### src/rtl/uart_sink.sv
// Receive-side byte sink: FIFO buffer with valid/ready drain, line framing on TERM,
// running byte sum and sticky error flags. Optional CRC-8 per line under UART_SINK_CRC_EN.
module uart_sink #(
  parameter int          FIFO_DEPTH = 16,
  parameter logic [7:0]  TERM       = 8'h0A,
  parameter int          MAX_LEN    = 64
) (
  input  logic                          clk,
  input  logic                          rst,
  input  logic [7:0]                    i_data,
  input  logic                          i_valid,
  input  logic                          i_ready,
  output logic [7:0]                    o_data,
  output logic                          o_valid,
  output logic [$clog2(FIFO_DEPTH):0]   o_count,
  output logic                          o_line,
  output logic [7:0]                    o_len,
  output logic [31:0]                   o_sum,
  output logic                          o_overflow,
  output logic                          o_toolong,
  output logic [7:0]                    o_crc
);

  localparam int AW = $clog2(FIFO_DEPTH);
  localparam int CW = AW + 1;

  typedef enum logic [1:0] {S_IDLE, S_LINE, S_SKIP} state_t;

  logic [7:0]    mem_q [FIFO_DEPTH];
  logic [AW-1:0] wr_ptr_q, rd_ptr_q;
  logic [CW-1:0] count_q, count_d;
  logic          full, push, pop, is_term;

  state_t        state_q, state_d;
  logic [7:0]    len_q, len_d;
  logic [7:0]    o_len_q, o_len_d;
  logic          line_q, line_d;
  logic          toolong_q, toolong_d;
  logic          overflow_q;
  logic [31:0]   sum_q;

  assign full    = (count_q == CW'(FIFO_DEPTH));
  assign o_valid = (count_q != '0);
  assign pop     = o_valid && i_ready;
  assign push    = i_valid && (!full || pop);
  assign is_term = (i_data == TERM);

  // NOTE: storage array has no reset; emptiness is tracked by count_q, and o_data is
  // gated so it reads 0 while the FIFO is empty.
  always_ff @(posedge clk) begin
    if (push) mem_q[wr_ptr_q] <= i_data;
  end

  assign o_data = o_valid ? mem_q[rd_ptr_q] : 8'h00;

  always_comb begin
    count_d = count_q;
    case ({push, pop})
      2'b10:   count_d = count_q + CW'(1);
      2'b01:   count_d = count_q - CW'(1);
      default: count_d = count_q;
    endcase
  end

  // NOTE: sequential state uses non-blocking assignments so every register samples
  // pre-edge values regardless of statement order.
  always_ff @(posedge clk or posedge rst) begin
    if (rst) begin
      wr_ptr_q   <= '0;
      rd_ptr_q   <= '0;
      count_q    <= '0;
      overflow_q <= 1'b0;
      sum_q      <= '0;
    end else begin
      if (push) wr_ptr_q <= wr_ptr_q + AW'(1);
      if (pop)  rd_ptr_q <= rd_ptr_q + AW'(1);
      count_q <= count_d;
      if (i_valid && !push) overflow_q <= 1'b1;
      if (push) sum_q <= sum_q + 32'(i_data);
    end
  end

  // NOTE: every always_comb output gets a default first, so no path infers a latch.
  always_comb begin
    state_d   = state_q;
    len_d     = len_q;
    o_len_d   = o_len_q;
    line_d    = 1'b0;
    toolong_d = toolong_q;
    if (push) begin
      case (state_q)
        S_IDLE: begin
          if (is_term) begin
            line_d  = 1'b1;
            o_len_d = 8'd1;
          end else begin
            len_d   = 8'd1;
            state_d = S_LINE;
          end
        end
        S_LINE: begin
          if (is_term) begin
            line_d  = 1'b1;
            o_len_d = len_q + 8'd1;
            state_d = S_IDLE;
          end else if (len_q + 8'd1 == 8'(MAX_LEN)) begin
            toolong_d = 1'b1;
            state_d   = S_SKIP;
          end else begin
            len_d = len_q + 8'd1;
          end
        end
        S_SKIP: begin
          if (is_term) state_d = S_IDLE;
        end
        default: state_d = S_IDLE;
      endcase
    end
  end

  always_ff @(posedge clk or posedge rst) begin
    if (rst) begin
      state_q   <= S_IDLE;
      len_q     <= '0;
      o_len_q   <= '0;
      line_q    <= 1'b0;
      toolong_q <= 1'b0;
    end else begin
      state_q   <= state_d;
      len_q     <= len_d;
      o_len_q   <= o_len_d;
      line_q    <= line_d;
      toolong_q <= toolong_d;
    end
  end

`ifdef UART_SINK_CRC_EN
  // CRC-8, poly 0x07, MSB first, no reflection, no final xor.
  function automatic logic [7:0] crc8_step(input logic [7:0] crc, input logic [7:0] data);
    logic [7:0] c;
    c = crc ^ data;
    for (int b = 0; b < 8; b++) c = c[7] ? ((c << 1) ^ 8'h07) : (c << 1);
    return c;
  endfunction

  logic [7:0] crc_run_q, crc_out_q;

  // TERM restarts the running CRC, which also covers leaving S_SKIP.
  always_ff @(posedge clk or posedge rst) begin
    if (rst) begin
      crc_run_q <= 8'h00;
      crc_out_q <= 8'h00;
    end else begin
      if (push) crc_run_q <= is_term ? 8'h00 : crc8_step(crc_run_q, i_data);
      if (line_d) crc_out_q <= crc_run_q;
    end
  end

  assign o_crc = crc_out_q;
`else
  assign o_crc = 8'h00;
`endif

  assign o_count    = count_q;
  assign o_line     = line_q;
  assign o_len      = o_len_q;
  assign o_sum      = sum_q;
  assign o_overflow = overflow_q;
  assign o_toolong  = toolong_q;

endmodule

### config.mk
export PLATFORM = sky130hd
export DESIGN_NAME = uart_sink
export DESIGN_NICKNAME = d
export VERILOG_FILES = /design/src/rtl/uart_sink.sv
export SDC_FILE = /design/constraint.sdc
export NUM_CORES = 1
export LEC_CHECK = 0
export CELL_PAD_IN_SITES_DETAIL_PLACEMENT = 0
export CELL_PAD_IN_SITES_GLOBAL_PLACEMENT = 1
export CORE_MARGIN = 2
export CORE_UTILIZATION = 37
export DETAILED_ROUTE_END_ITERATION = 10
export PLACE_DENSITY = 0.59
export SETUP_SLACK_MARGIN = 0.1
export SKIP_CTS_REPAIR_TIMING = 1
export SYNTH_ARGS = -nofsm -noshare
export SYNTH_HDL_FRONTEND = slang
export SYNTH_SLANG_ARGS = --single-unit
### constraint.sdc
create_clock -name clk -period 4 [get_ports clk]
set_input_delay 0.6 -clock clk [delete_from_list [all_inputs] [get_ports clk]]
set_output_delay 0.6 -clock clk [all_outputs]
set_load 0.01 [all_outputs]
======== Yosys cells after proc, flatten, opt, wreduce, memory -nomap -nowiden ========
Memory sizes are Yosys's and may differ from the RTL's.
Cells that the tools add are included.
operators by class
  $add $sub $neg .......................... 6
  equality and inequality tests ........... 14
  muxes and demuxes ....................... 19
  bitwise logic cells ..................... 1
  reductions and logical operators ........ 15
operator list
  operator               number
  $mux W8                6
  $add A32 B8 Y32        1
  $pmux W8 S2            2
  $ne A2 B2 Y1 const B   6
  $reduce_and A4 Y1      3
  $pmux W5 S2            1
  $add A4 B1 Y4 const B  2
  $add A8 B1 Y8 const B  1
  $eq A8 B4 Y1 const B   1
  $eq A8 B7 Y1 const B   1
  $mux W2                4
  $pmux W2 S3            1
  $add A5 B1 Y5 const B  1
  $eq A5 B5 Y1 const B   1
  $mux W1                5
  $reduce_and A5 Y1      1
  $reduce_bool A5 Y1     1
  $sub A5 B1 Y5 const B  1
  $eq A2 B1 Y1 const B   2
  $eq A2 B2 Y1 const B   2
  $reduce_bool A2 Y1     2
  $logic_and A1 B1 Y1    3
  $ne A3 B3 Y1 const B   1
  $logic_not A1 Y1       2
  other kinds (4)        4
word-level totals
  flip-flop bits (word level) ............. 66
  bits in writable memories ............... 128
  output and inout bits ................... 65
  memories ................................ 1
memories
  memory  depth  bits a word  rd ports  clocked after Yosys merged registers in  write ports  RTL line  source
  mem_q   16     8            1         0                                        1            29        logic [7:0] mem_q [FIFO_DEPTH];

======== Depth between registers and ports, before layout ========
  depth in word-level cells ............... 6
  mapped depth ............................ 9
  gate-level depth less buffers ........... 9

======== Least setup slack after synthesis ========
OpenSTA, ideal clock, no wires.
  kind .................................... register to register
  from .................................... register count_q[1] (netlist: o_count[1])
  to ...................................... register count_q[4] (netlist: o_count[4])
  library setup time ...................... 0.080 ns
  data arrival time ....................... 2.413 ns
  slack ................................... 1.508 ns
  cell stages (with the launch flop) ...... 10
  cell sequence ........................... dfrtp_1 -> or4_4 -> o21ai_2 -> or2_4 -> inv_1 -> ha_1 -> a21o_1 -> a21oi_1 -> mux2i_1 -> xor2_1
between the ends
  longest elaborated chain between the ends .. 6
RTL lines
  what                                                     RTL line  source
  from (decl)                                              31        logic [CW-1:0] count_q, count_d;
  from (signal assigned)                                   77        count_q <= count_d;
  $eq A5 B5 Y1 or $reduce_bool A5 Y1 (tied branches)       42, 43
  $logic_not A1 Y1 or $logic_and A1 B1 Y1 (tied branches)  45, 44
  $logic_or A1 B1 Y1                                       45        assign push = i_valid && (!full || pop);
  $logic_and A1 B1 Y1                                      45
  $eq A2 B1 Y1 or $eq A2 B2 Y1 (tied branches)             58        case ({push, pop})
  $pmux W5 S2 or $reduce_bool A2 Y1 (tied branches)        n/a
Parallel ways exist; a longest one is shown, timed or not.
A chain may end at the register's enable or synchronous reset.

======== Worst setup path in the final report ========
  from .................................... register rd_ptr_q[0]
  to ...................................... output port o_data[4]
between the ends
  longest elaborated chain between the ends .. 2
RTL lines
  what                    RTL line  source
  from (decl)             30        logic [AW-1:0] wr_ptr_q, rd_ptr_q;
  from (signal assigned)  76        if (pop) rd_ptr_q <= rd_ptr_q + AW'(1);
  $mem_v2 Z16 W8          n/a
  $mux W8                 54        assign o_data = o_valid ? mem_q[rd_ptr_q] : 8'h00;
  to (decl)               13        output logic [7:0] o_data,
Every way passes these cells.

==> metrics.md <==
| Metric | Value |
|---|---|
| Status | completed |
| PnR worst setup slack | 0.319 ns |
| Crit path DAT | 3.08 ns |
| CP Max Fanout | 21 |
| Cell family with most CP delay | multiplexers |
| Die width | 157 um |
| Syn avg cell area | 15.4 um2 |
| Ys flop type | edfxtp_1 |
| Routed WL | 19200 um |
| Critical-path cell list | buf_12 > mux4_1 > mux4_2 > nor2b_1 > clkdlybuf4s50_1 |
| Top routing layer in use | met4 |
| Critical Path Start Type | register |
| Pin count of the biggest net entering global routing | 43 |
| Hold Crit Depth | 1 |
| Hold_ws | 0.468 ns |
| Synth-to-layout area growth | 18.5% |
| Worst reg2reg endpoint | o_count[4]$_DFFE_PP0P_ |
| Share of power burned in registers | 0.413 |
| Register-to-Register Path Depth | 9 |
| Hpwl dp | 12700 um |
| Worst path slowest cell | dfrtp_2 |
| Initial Util | 0.374 |
| Crit path depth | 5 |
| CTS tree | yes |
| Utilization after layout | 0.443 |
| Psw | 2.12 mW |
| WL/cell | 19.7 um |
| Slack of the worst reg-to-reg path | 1.31 ns |
| All-Layer GR Usage | 0.165 |
| Remaining global-route overflow | 0 |
| DP Area | 9700 um2 |
| Fin nets | 673 |
| Ratio of cells with drive above 1 in the final layout | 0.136 |
| Vias per cell | 5.01 |
| Top-area cell type share of the netlist area | 0.441 |
| H-tree depth | 4 |
| Worst-Skew Late Latency | 0.43 ns |
| Peak VDD IR | 0.301 mV |
| Vias after detailed routing | 4878 |
| Crit path largest cell delay | 0.69 ns |
| Max-Cap Viols | 0 |
| Max Transition Viols Final | 0 |
| DR WL met3 | 572 um |
| Tcrit/Tclk final | 0.920 |
| Power share of the clock group | 0.268 |
| Worst Hold Class | reg2reg |
| Measured slew at the worst slew-check pin | 0.751 ns |
| Multi-input logic area | 2960 um2 |
| # setup viols final | 0 |
| Relative max-transition margin | 0.500 |
| Syn Inst Count | 565 |
| Internal power | 4.56 mW |
| Pleak | 3.85 nW |
| Die Area | 24800 um2 |
| Final Wtd Congestion | 0.789 |
| Fillers | 2063 |
| Fmax | 272 MHz |
| Pre-CTS setup slack | 0.706 ns |
| Synth cell count leaders | edfxtp_1, dfrtp_1, nand2_1 |
| Minimum clock period | 3.68 ns |
| Cell accounting for the most synthesized area | edfxtp_1 |
| Synthesized area | 8720 um2 |
| Core Area | 23300 um2 |
| Sw Share | 0.317 |
| ANT nets after route | 0 |
| DR WL met2 | 9810 um |
| Clk buf depth | 2 |
| Crit path buffers/inverters | 2 |
| Most common cell in the synthesized netlist | edfxtp_1 |
| Clock transition at the registers of the reported paths | 0.07 ns |
| Root buf cell | clkbuf_16 |
| Hold Path Origin | o_toolong$_DFFE_PP0P_ |
| Reg2reg start | o_count[1]$_DFFE_PP0P_ |
| EDFF count, synth | 128 |
| Synth cell types | 67 |
| Core Rows | 56 |
| Synth warn | 0 |
| DRC errors left | 0 |
| CTS Buf Count | 17 |
| Cell Pwr Density | 646 nW/um2 |
| Clk_skew | 0.0102 ns |
| Setup CP Type | reg2out |
| Hold path endpoint | o_toolong$_DFFE_PP0P_ |
| Setup crit end kind | output pin |
| Ant. Diodes | 0 |
| IO Count | 77 |
| Setup TNS | 0 ns |
| Die height | 157 um |
| Initial antenna violation count | 0 |
| Post-synth ARST share | 0.340 |
| Met1 WL | 8660 um |
| Top post-synthesis cells by area | edfxtp_1, dfrtp_1, mux4_2 |
| Layout Cell Area excl Fill | 10300 um2 |
| First-pass GRT wire length | 30200 um |
| Hold violation total from the final report | 0 |
| Combinational group share of total power | 0.319 |
| Seq/Total Area, Yosys | 0.630 |
| Crit path required time | 3.40 ns |
| Yosys reg bits | 194 |
| Unrepaired setup endpoints after global routing | false |
| Clock sink count | 194 |
| Vias in the first global route | 5173 |
| Drt initial violations | 273 |
| Storage cell area | 5500 um2 |
| First-pass detailed-route iteration total | 4 |
| PortBufs | 68 |
how the worst max path moves through the flow:
| stage | start | endpoint | slack [ns] |
|---|---|---|---|
| after floorplan | o_count[1]$_DFFE_PP0P_ | o_count[4]$_DFFE_PP0P_ | 1.51 |
| after global placement | i_data[0] | o_sum[20]$_DFFE_PP0P_ | 0.68 |
| after detailed placement | i_data[0] | o_sum[20]$_DFFE_PP0P_ | 0.71 |
| after CTS | rd_ptr_q[0]$_DFFE_PP0N_ | o_data[4] | 0.24 |
| after global routing | rd_ptr_q[0]$_DFFE_PP0N_ | o_data[5] | 0.15 |
| final | rd_ptr_q[0]$_DFFE_PP0N_ | o_data[4] | 0.32 |
power by group through the flow:
stage          clock, mW  combinational (mW)  sequential (mW)
2_1_floorplan          0                1.56             2.66
3_3_place_gp           0                2.14             2.79
3_5_place_dp           0                2.16             2.80
4_1_cts             1.83                2.17             2.76
5_1_grt             1.91                2.34             2.81
6_report            1.79                2.13             2.75
flip-flops by register name, summed over array words and instances, names as in the netlist, 2 cells and up:
signal / flops
o_sum: 32
state_q: 2
rd_ptr_q: 4
o_len: 8
o_count: 5
wr_ptr_q: 4
len_q: 8
mem_q: 128
layer usage:
metal,vias to the layer above,global-route usage
met5,-,0
met4,0,0.0381
met3,14,0.0350
met2,87,0.282
met1,2499,0.216
li1,2278,-
cell type report:
class | instances | area share
flip-flops and latches | 194 | 0.532
multi-input cells | 333 | 0.286
repair buffers | 81 | 0.0765
clock buffers | 17 | 0.0412
well taps | 319 | 0.0386
clock inverters | 15 | 0.0202
inverters | 14 | 0.00509
metrics by stage:
stage                     std cells  power [mW]
after floorplan                 572        4.21
after global placement          941        4.94
after detailed placement        941        4.96
after CTS                       973        6.76
after global routing            973        7.05
final                           973        6.67
layout by cell type, fill, tap and decap left out, drive strengths merged, types with 8 or more instances in the layout:
| cell type | count |
|---|---|
| nor2b | 11 |
| buf | 13 |
| nand2 | 51 |
| nand3 | 12 |
| nor2 | 20 |
| a21oi | 16 |
| o21ai | 19 |
| xnor2 | 34 |
| ha | 18 |
| and3 | 10 |
| xor2 | 10 |
| clkbuf | 17 |
| edfxtp | 128 |
| and2 | 11 |
| mux4 | 40 |
| inv | 20 |
| clkdlybuf4s50 | 68 |
| dfrtp | 66 |
| nand4 | 8 |
| conb | 8 |
logic make-up (layout without fill, tap and decap cells):
logic type	count (synthesis)	count (layout)	synth area share
AO/OA/AOI/OAI	72	72	0.0587
XOR/XNOR	44	44	0.0442
adder cells (fa/ha/maj)	20	20	0.0304
buffers and inverters	45	127	0.0332
flip-flops	194	194	0.630
multiplexers	43	43	0.113
other	1	8	0.000430
AND/OR/NAND/NOR	146	146	0.0894
Note: power is estimated with default switching activity, not from simulation.
